==> src/rtl/riscv_pkg.sv <==
// RV32I opcodes, ALU {func7,func3} operation codes, decode control bundle
// and immediate helpers shared by the decode stage.
package riscv_pkg;

  localparam logic [6:0] OPC_OP     = 7'b0110011;
  localparam logic [6:0] OPC_OP_IMM = 7'b0010011;
  localparam logic [6:0] OPC_BRANCH = 7'b1100011;

  localparam logic [6:0] F7_BASE = 7'b0000000;
  localparam logic [6:0] F7_ALT  = 7'b0100000;

  localparam logic [2:0] F3_ADD = 3'b000;
  localparam logic [2:0] F3_SLL = 3'b001;
  localparam logic [2:0] F3_SR  = 3'b101;

  localparam logic [2:0] BR_BEQ  = 3'b000;
  localparam logic [2:0] BR_BNE  = 3'b001;
  localparam logic [2:0] BR_BLT  = 3'b100;
  localparam logic [2:0] BR_BGE  = 3'b101;
  localparam logic [2:0] BR_BLTU = 3'b110;
  localparam logic [2:0] BR_BGEU = 3'b111;

  // func7[6] marks a compare; the ALU result bit selects branch taken.
  localparam logic [9:0] ALU_ADD  = 10'b0000000_000;
  localparam logic [9:0] ALU_BEQ  = 10'b1000000_100;
  localparam logic [9:0] ALU_BNE  = 10'b1000000_110;
  localparam logic [9:0] ALU_BLT  = 10'b1000000_001;
  localparam logic [9:0] ALU_BLTU = 10'b1000000_111;
  localparam logic [9:0] ALU_BGE  = 10'b1100000_101;
  localparam logic [9:0] ALU_BGEU = 10'b1000000_101;

  typedef struct packed {
    logic [6:0] func7;
    logic [2:0] func3;
    logic [4:0] rd;
    logic       rd_we;
    logic       is_branch;
    logic       illegal;
  } ctrl_t;

  function automatic logic [11:0] imm_i(input logic [31:0] instr);
    return instr[31:20];
  endfunction

  function automatic logic [12:0] imm_b(input logic [31:0] instr);
    return {instr[31], instr[7], instr[30:25], instr[11:8], 1'b0};
  endfunction

endpackage

==> src/rtl/reg_file.sv <==
// Integer register file, x0 hardwired to zero, two read ports, one write port.
// Latency: reads combinational with same-cycle write bypass; write lands at the edge.
// Backpressure: none; always accepts reads and writes.
module reg_file #(
  parameter int DATA_WIDTH = 32,
  parameter int REG_COUNT  = 32
) (
  input  logic                  clk,
  input  logic                  rst,
  input  logic [4:0]            rs1_addr,
  input  logic [4:0]            rs2_addr,
  output logic [DATA_WIDTH-1:0] rs1_data,
  output logic [DATA_WIDTH-1:0] rs2_data,
  input  logic                  wr_en,
  input  logic [4:0]            wr_addr,
  input  logic [DATA_WIDTH-1:0] wr_data
);

  logic [DATA_WIDTH-1:0] regs [REG_COUNT];

  always_ff @(posedge clk or posedge rst) begin
    if (rst) begin
      for (int i = 0; i < REG_COUNT; i++) begin
        regs[i] <= '0;
      end
    end else if (wr_en && wr_addr != 5'd0) begin
      regs[wr_addr] <= wr_data;
    end
  end

  // A write in flight wins over the stored value so decode sees it this cycle.
  assign rs1_data = (rs1_addr == 5'd0)                 ? '0      :
                    (wr_en && wr_addr == rs1_addr)     ? wr_data : regs[rs1_addr];
  assign rs2_data = (rs2_addr == 5'd0)                 ? '0      :
                    (wr_en && wr_addr == rs2_addr)     ? wr_data : regs[rs2_addr];

endmodule

==> src/rtl/decode_stage.sv <==
// RV32I decode into a registered ALU operand bundle with branch metadata.
// Latency: 1 cycle from accept to out_valid; back-to-back with no bubble.
// Backpressure: in_ready = !out_valid || out_ready; bundle holds while stalled.
module decode_stage
  import riscv_pkg::*;
#(
  parameter int DATA_WIDTH = 32,
  parameter int REG_COUNT  = 32
) (
  input  logic                  clk,
  input  logic                  rst,
  input  logic                  in_valid,
  output logic                  in_ready,
  input  logic [31:0]           in_instr,
  input  logic [DATA_WIDTH-1:0] in_pc,
  input  logic                  wb_we,
  input  logic [4:0]            wb_rd,
  input  logic [DATA_WIDTH-1:0] wb_data,
  input  logic                  flush,
  output logic                  out_valid,
  input  logic                  out_ready,
  output logic [2:0]            func3,
  output logic [6:0]            func7,
  output logic [DATA_WIDTH-1:0] rs1_data,
  output logic [DATA_WIDTH-1:0] rs2_data,
  output logic [4:0]            rd,
  output logic                  rd_we,
  output logic                  is_branch,
  output logic [DATA_WIDTH-1:0] branch_target,
  output logic                  illegal
);

  logic [6:0]            opcode;
  logic [2:0]            f3;
  logic [6:0]            f7;
  logic [DATA_WIDTH-1:0] rf_rs1, rf_rs2;
  logic [11:0]           imm_i_raw;
  logic [12:0]           imm_b_raw;
  logic [DATA_WIDTH-1:0] imm_i_ext, imm_b_ext, shamt_ext;
  logic [9:0]            alu_d;
  ctrl_t                 ctrl_d, ctrl_q;
  logic [DATA_WIDTH-1:0] op2_d;
  logic [DATA_WIDTH-1:0] rs1_q, rs2_q, tgt_q;
  logic                  valid_q;
  logic                  accept;

  assign opcode = in_instr[6:0];
  assign f3     = in_instr[14:12];
  assign f7     = in_instr[31:25];

  reg_file #(
    .DATA_WIDTH (DATA_WIDTH),
    .REG_COUNT  (REG_COUNT)
  ) u_reg_file (
    .clk      (clk),
    .rst      (rst),
    .rs1_addr (in_instr[19:15]),
    .rs2_addr (in_instr[24:20]),
    .rs1_data (rf_rs1),
    .rs2_data (rf_rs2),
    .wr_en    (wb_we),
    .wr_addr  (wb_rd),
    .wr_data  (wb_data)
  );

  assign imm_i_raw = imm_i(in_instr);
  assign imm_b_raw = imm_b(in_instr);
  assign imm_i_ext = {{(DATA_WIDTH-12){imm_i_raw[11]}}, imm_i_raw};
  assign imm_b_ext = {{(DATA_WIDTH-13){imm_b_raw[12]}}, imm_b_raw};
  assign shamt_ext = {{(DATA_WIDTH-5){1'b0}}, in_instr[24:20]};

  always_comb begin
    ctrl_d    = '0;
    ctrl_d.rd = in_instr[11:7];
    alu_d     = ALU_ADD;
    op2_d     = rf_rs2;
    case (opcode)
      OPC_OP: begin
        alu_d          = {f7, f3};
        ctrl_d.illegal = !((f7 == F7_BASE) ||
                           (f7 == F7_ALT && (f3 == F3_ADD || f3 == F3_SR)));
        ctrl_d.rd_we   = !ctrl_d.illegal;
      end
      OPC_OP_IMM: begin
        if (f3 == F3_SLL || f3 == F3_SR) begin
          alu_d          = {f7, f3};
          op2_d          = shamt_ext;
          ctrl_d.illegal = !((f7 == F7_BASE) || (f7 == F7_ALT && f3 == F3_SR));
        end else begin
          alu_d = {F7_BASE, f3};
          op2_d = imm_i_ext;
        end
        ctrl_d.rd_we = !ctrl_d.illegal;
      end
      OPC_BRANCH: begin
        ctrl_d.is_branch = 1'b1;
        case (f3)
          BR_BEQ:  alu_d = ALU_BEQ;
          BR_BNE:  alu_d = ALU_BNE;
          BR_BLT:  alu_d = ALU_BLT;
          BR_BGE:  alu_d = ALU_BGE;
          BR_BLTU: alu_d = ALU_BLTU;
          BR_BGEU: alu_d = ALU_BGEU;
          default: begin
            ctrl_d.is_branch = 1'b0;
            ctrl_d.illegal   = 1'b1;
          end
        endcase
      end
      default: ctrl_d.illegal = 1'b1;
    endcase
    {ctrl_d.func7, ctrl_d.func3} = alu_d;
  end

  assign in_ready = !valid_q || out_ready;
  assign accept   = in_valid && in_ready && !flush;

  // Fields only load on accept, so a stalled bundle cannot see later writebacks.
  always_ff @(posedge clk or posedge rst) begin
    if (rst) begin
      valid_q <= 1'b0;
      ctrl_q  <= '0;
      rs1_q   <= '0;
      rs2_q   <= '0;
      tgt_q   <= '0;
    end else if (flush) begin
      valid_q <= 1'b0;
    end else if (accept) begin
      valid_q <= 1'b1;
      ctrl_q  <= ctrl_d;
      rs1_q   <= rf_rs1;
      rs2_q   <= op2_d;
      tgt_q   <= in_pc + imm_b_ext;
    end else if (out_ready) begin
      valid_q <= 1'b0;
    end
  end

  assign out_valid     = valid_q;
  assign func3         = ctrl_q.func3;
  assign func7         = ctrl_q.func7;
  assign rd            = ctrl_q.rd;
  assign rd_we         = ctrl_q.rd_we;
  assign is_branch     = ctrl_q.is_branch;
  assign illegal       = ctrl_q.illegal;
  assign rs1_data      = rs1_q;
  assign rs2_data      = rs2_q;
  assign branch_target = tgt_q;

endmodule

==> config.mk <==
export PLATFORM = sky130hd
export DESIGN_NAME = decode_stage
export DESIGN_NICKNAME = d
export VERILOG_FILES = /design/src/rtl/riscv_pkg.sv /design/src/rtl/reg_file.sv /design/src/rtl/decode_stage.sv
export SDC_FILE = /design/constraint.sdc
export NUM_CORES = 2
export LEC_CHECK = 0
export ABC_AREA = 1
export CORE_MARGIN = 5
export CORE_UTILIZATION = 60
export CTS_BUF_LIST = sky130_fd_sc_hd__clkbuf_4 sky130_fd_sc_hd__clkbuf_8 sky130_fd_sc_hd__clkbuf_16
export DETAILED_ROUTE_END_ITERATION = 6
export GPL_ROUTABILITY_DRIVEN = 0
export PLACE_DENSITY = 0.81
export SLEW_MARGIN = 20
export SYNTH_ARGS = -nofsm -noshare
export SYNTH_HDL_FRONTEND = slang
export SYNTH_SLANG_ARGS = --single-unit
==> constraint.sdc <==
create_clock -name clk -period 60.4 [get_ports clk]
set_input_delay 18.12 -clock clk [delete_from_list [all_inputs] [get_ports clk]]
set_output_delay 18.12 -clock clk [all_outputs]
set_load 0.03 [all_outputs]
# Word-level counts from Yosys, hierarchy flattened
# Index checks and enable logic that the tools add are counted.
[classes]
magnitude_cmp = 4
n_shift = 0
reduce_logical = 26
eq_ne = 11
div = 0
bitwise_logic = 4
n_mux = 27
mul = 0
add_sub_neg = 1
[op_table]
columns = ["op", "n"]
rows = [
  ["$bwmux W1024", 1],
  ["$mux W32", 11],
  ["$bmux W32 S5", 2],
  ["$demux W32 S5", 1],
  ["$pmux W10 S6", 1],
  ["$add A32 B32 Y32", 1],
  ["$pmux W10 S3", 1],
  ["$ge A6 B6 Y1 const B", 3],
  ["$not A5 Y6", 3],
  ["$eq A7 B6 Y1 const B", 2],
  ["$eq A3 B3 Y1 const B", 4],
  ["$eq A5 B5 Y1", 2],
  ["$logic_not A5 Y1", 2],
  ["$mux W10", 1],
  ["$logic_and A1 B1 Y1", 8],
  ["$eq A7 B5 Y1 const B", 1],
  ["$eq A7 B7 Y1 const B", 1],
  ["$logic_not A7 Y1", 1],
  ["$lt A6 B1 Y1 const B", 1],
  ["$mux W1", 6],
  ["$reduce_or A6 Y1", 1],
  ["$logic_not A1 Y1", 5],
  ["$logic_or A1 B1 Y1", 5],
  ["$reduce_bool A5 Y1", 1],
  ["8 further kinds", 8],
]
[totals]
mem_bits_rw = 0
in_bits = 107
word_cells = 115
latchBits = 0
out_inout_bits = 116
reg_bits = 1139
mem_count = 0
rom_bits = 0

# Logic depth before layout (Yosys ltp)
[depth]
depth_word = 8
depth_mapped = 14

# Cells and area by module
# From an unflattened synthesis, not the netlist that was laid out.
[unflattened]
hier_cells = 9467
area_unflattened_um2 = 65412.7
[by_module_without_submodules]
columns = ["module", "area_each_um2", "cells_each", "n_inst", "seq_area_each_um2"]
rows = [
  ["reg_file", 58532.4, 8467, 1, 25624.6],
  ["decode_stage", 6880.3, 1000, 1, 2877.8],
]

# Worst setup path before layout
# No wires, ideal clock.
[synth_timing]
path_type = "input-to-output"
start = "in out_ready"
end = "out in_ready"
arrival_time_ps = 18386
slack_ps = 23894
path_buffers = 0
path_stages = 2
path_cell_list = "nor2_1 inv_1"
[synth_via]
elab_chain_len = 1
[synth_lines]
columns = ["element", "line_no", "source"]
rows = [
  ["start, declared", "decode_stage.sv:21", "input logic out_ready,"],
  ["$logic_or A1 B1 Y1", "decode_stage.sv:115", "assign in_ready = !valid_q || out_ready;"],
  ["end, declared", "decode_stage.sv:13", "output logic in_ready,"],
]
# No other way between the ends.

# Final worst setup path
# Same ends and word-level chain as after synthesis.

==> implementation parameters <==
Parameter                              Value

Critical path
  Crit path max-delay family    buffers and inverters
  Cell seen most often among critical-path stages    sky130_fd_sc_hd__clkdlybuf4s50_1
  Highest fanout seen on the critical path    2
  Element type at the critical path end    output port
  Critical-path cell list    clkdlybuf4s50_1, nor2_1, inv_1, clkdlybuf4s50_1
  Required time of the critical path    about 42 ns
  WP buf/inv    3
  Critical Path Start Type    input pin
  Critical path class    in2out
  Data arrival time of the critical path    19.38 ns
  Library cell contributing the largest single delay on the critical path    sky130_fd_sc_hd__clkdlybuf4s50_1
  Largest stage delay on the critical path    about 0.6 ns

Outcome
  Violations in the final reports    design-rule violations
  Status    finished with violations

Synth
  Cell type with the highest aggregate area in the netlist    sky130_fd_sc_hd__dfrtp_1
  Async set-or-reset flop fraction in the synthesized netlist    between 90% and 100%
  Library cell with the highest instance count after synthesis    sky130_fd_sc_hd__nand2_1
  Post-Synthesis Cells    9,027
  Post-synth top cells    sky130_fd_sc_hd__nand2_1, sky130_fd_sc_hd__o21ai_0, sky130_fd_sc_hd__dfrtp_1, sky130_fd_sc_hd__nand3_1, sky130_fd_sc_hd__clkbuf_1
  Ranking of synthesized cells by area    sky130_fd_sc_hd__dfrtp_1, sky130_fd_sc_hd__nand2_1, sky130_fd_sc_hd__o21ai_0, sky130_fd_sc_hd__nand3_1, sky130_fd_sc_hd__a21oi_1
  Count of distinct cell types in the synthesized netlist    37
  Yosys warnings    0
  Mapped Avg Cell Area    7.02 µm²
  Commonest register cell after synthesis    sky130_fd_sc_hd__dfrtp_1
  Cell area after technology mapping    0.0633 mm²
  Post-synth top area share    45.0%
  Flip-flop and latch count after synthesis    around 1,100
  Net count of the mapped netlist    9,165
  Number of enable-type register cells in the synthesized netlist    0
  Sequential-to-total area share from yosys stat    between 40 and 50%

STA
  Worst clock skew on the final layout    0.0314 ns
  Final critical-path required period    37.50 ns
  Setup TNS Final    0 ns
  Slew Limit Fails    0
  Timing-limited maximum frequency    26.7 MHz
  Count of endpoints failing setup in the final report    0
  Smallest hold slack    0.387 ns
  Final critical-path setup slack    22.90 ns
  Hold Vio Cnt, Final    0
  Final critical-path share of the clock period    62.1%
  Actual slew at the worst max-slew pin    1.20 ns
  RSZ-0062 raised after global routing    no
  Max-slew headroom    about 20%

Route
  Routed wire length per instance    between 20 and 25 µm
  Via total after detailed routing    65,500
  Remaining design rule violation count    6
  Drt pass-1 iters    7
  Via/cell ratio    roughly 6.4
  Iteration-0 DRC Markers    11,200
  Antenna Nets Post-Route    0
  Wirelength, routed    238 mm

CTS
  Latest clock arrival within the worst-skew pair    0.73 ns
  Resized Gates After CTS    0
  Clock tree sinks    about 1,100
  Number of setup buffers added after CTS    0
  Maximum root-to-sink buffer count    3
  TritonCTS buffer count    119
  Clock-pin slew on the worst setup and hold paths    0.06 ns
  Library cell used as clock root buffer    sky130_fd_sc_hd__clkbuf_16
  Maximum level of the CTS H-tree    3
  CTS Hold Buffers Added    0
  CTS tree    built

GRT
  Antenna violations before repair    16
  First-pass GRT wire length    357 mm
  Total Routing Usage GR    41.0%
  Global route overflow    0
  Number of global-route vias before repair    61,100
  Largest net degree at the start of global routing    195

Power
  Power per unit of standard cell area    approximately 33 mW/mm²
  Total design power    around 2.3 mW
  Maximum vdd drop    about 0.028 mV
  Total leakage power    32.4 nW

Final layout
  Proportion of layout cells with a drive suffix above 1    5.18%
  Final core utilization    66.3%
  Area added between synthesis and finish    10.0%
  Layout Nets    8,859
  Fillers    8,887

Place
  HPWL after detailed placement    roughly 130 mm
  Pre-CTS WS    22.89 ns
  Buffers on Ports    around 220

Floorplanning
  Total I/O pin count    223
  Core region area    0.105 mm²
  Effective utilization at floorplan    60.3%
  Height of the chip    335 µm
  Number of core rows    119
  Total die area    about 0.11 mm²
  Die extent in x    335 µm

Worst hold path
  Class of the worst hold path    reg2reg

Run
  Max-cap violations    0
==> metrics by stage <==
stage / cell area [µm²] / instances
2_1_floorplan: 63300 / 9027
3_3_place_gp: 65400 / 9991
3_5_place_dp: 65400 / 9991
4_1_cts: 69700 / 10200
5_1_grt: 69700 / 10200
6_report: 69700 / 10200
==> path summary, 6_finish.rpt <==
| path | from | endpoint | slack (ns) | cells after the start |
|---|---|---|---|---|
| min in group asynchronous | rst | u_reg_file.regs[119]$_DFFE_PP0P_ | 17.98 | 2 |
| worst min register to register | u_reg_file.regs[993]$_DFFE_PP0P_ | u_reg_file.regs[993]$_DFFE_PP0P_ | 0.39 | 0 |
| max in group asynchronous | rst | u_reg_file.regs[935]$_DFFE_PP0P_ | 39.18 | 5 |
| worst max register to register | out_valid$_DFFE_PP0P_ | func3[1]$_DFFE_PP0P_ | 57.59 | 11 |
| worst min-delay path | u_reg_file.regs[993]$_DFFE_PP0P_ | u_reg_file.regs[993]$_DFFE_PP0P_ | 0.39 | 0 |
| worst max-delay path | out_ready | in_ready | 22.90 | 4 |
==> registers in the layout, summed over array words and instances (netlist names) <==
name	cells
out_valid	1
func3	3
rd_we	1
is_branch	1
u_reg_file.regs	1024
rs1_data	32
func7	7
rd	5
rs2_data	32
illegal	1
branch_target	32
==> report_power, final <==
group          internal, mW  switching (mW)  total, mW  leakage (nW)
clock                 0.473           0.324      0.796          2.14
combinational         0.168           0.322      0.490          15.9
sequential            0.908          0.0969       1.01          14.4
total                  1.55           0.743       2.29          32.4
==> metal layers <==
layer / wire (µm) / GRT usage (%) / vias up
met3: 40400 / 15.6 / 1221
met2: 95700 / 58.1 / 5265
met4: 16700 / 23.4 / 4
met5: 27 / 0.170 / -
li1: - / - / 28900
met1: 85000 / 54.0 / 30200
==> logic make-up (layout without fill, tap and decap cells) <==
| kind of cell | Yosys count | count (layout) | synth area share, % |
|---|---|---|---|
| buffers and inverters | 1380 | 1174 | 8.36 |
| flip-flops | 1139 | 1139 | 45.0 |
| AO/OA/AOI/OAI | 2103 | 2103 | 17.5 |
| XOR/XNOR | 9 | 9 | 0.124 |
| adder cells (fa/ha/maj) | 31 | 31 | 0.624 |
| AND/OR/NAND/NOR | 4365 | 4365 | 28.4 |
| other | 0 | 12 | 0 |
==> worst register-to-register path: stages, from the launching register on <==
cell	delay (ns)
sky130_fd_sc_hd__dfrtp_1	0.34
sky130_fd_sc_hd__inv_1	0.04
sky130_fd_sc_hd__nor2_1	0.16
sky130_fd_sc_hd__nor3_2	0.06
sky130_fd_sc_hd__buf_4	0.29
sky130_fd_sc_hd__inv_4	0.54
sky130_fd_sc_hd__buf_4	0.73
sky130_fd_sc_hd__nor2_1	0.19
sky130_fd_sc_hd__nand2_1	0.12
sky130_fd_sc_hd__o22ai_1	0.07
sky130_fd_sc_hd__nand2_1	0.09
sky130_fd_sc_hd__nand3_1	0.07
==> cell usage in the layout (no fill, tap or decap), types with 35 or more instances in the layout <==
| master | synthesis | routed |
|---|---|---|
| sky130_fd_sc_hd__buf_4 | 0 | 99 |
| sky130_fd_sc_hd__inv_1 | 603 | 595 |
| sky130_fd_sc_hd__a21oi_1 | 530 | 530 |
| sky130_fd_sc_hd__nand4_1 | 82 | 82 |
| sky130_fd_sc_hd__or2_2 | 56 | 56 |
| sky130_fd_sc_hd__o21ai_1 | 63 | 63 |
| sky130_fd_sc_hd__o211ai_1 | 211 | 211 |
| sky130_fd_sc_hd__clkbuf_16 | 0 | 124 |
| sky130_fd_sc_hd__o21ai_0 | 1274 | 1274 |
| sky130_fd_sc_hd__clkdlybuf4s50_1 | 0 | 212 |
| sky130_fd_sc_hd__clkbuf_8 | 0 | 35 |
| sky130_fd_sc_hd__nand2_1 | 2829 | 2803 |
| sky130_fd_sc_hd__nand3_1 | 911 | 909 |
| sky130_fd_sc_hd__nor2_1 | 445 | 440 |
| sky130_fd_sc_hd__dfrtp_1 | 1139 | 1139 |
==> layout make-up <==
cell class	count	area (µm²)	area share, %
multi-input combinational	6508	29700	42.6
sequential	1139	28500	40.9
clock buffer	175	3700	5.31
timing repair buffer	328	3100	4.45
inverter	625	2380	3.41
tap	1391	1740	2.50
clock inverter	46	556	0.797
antenna	12	30.0	0.0431
(Power assumes the default switching activity.)
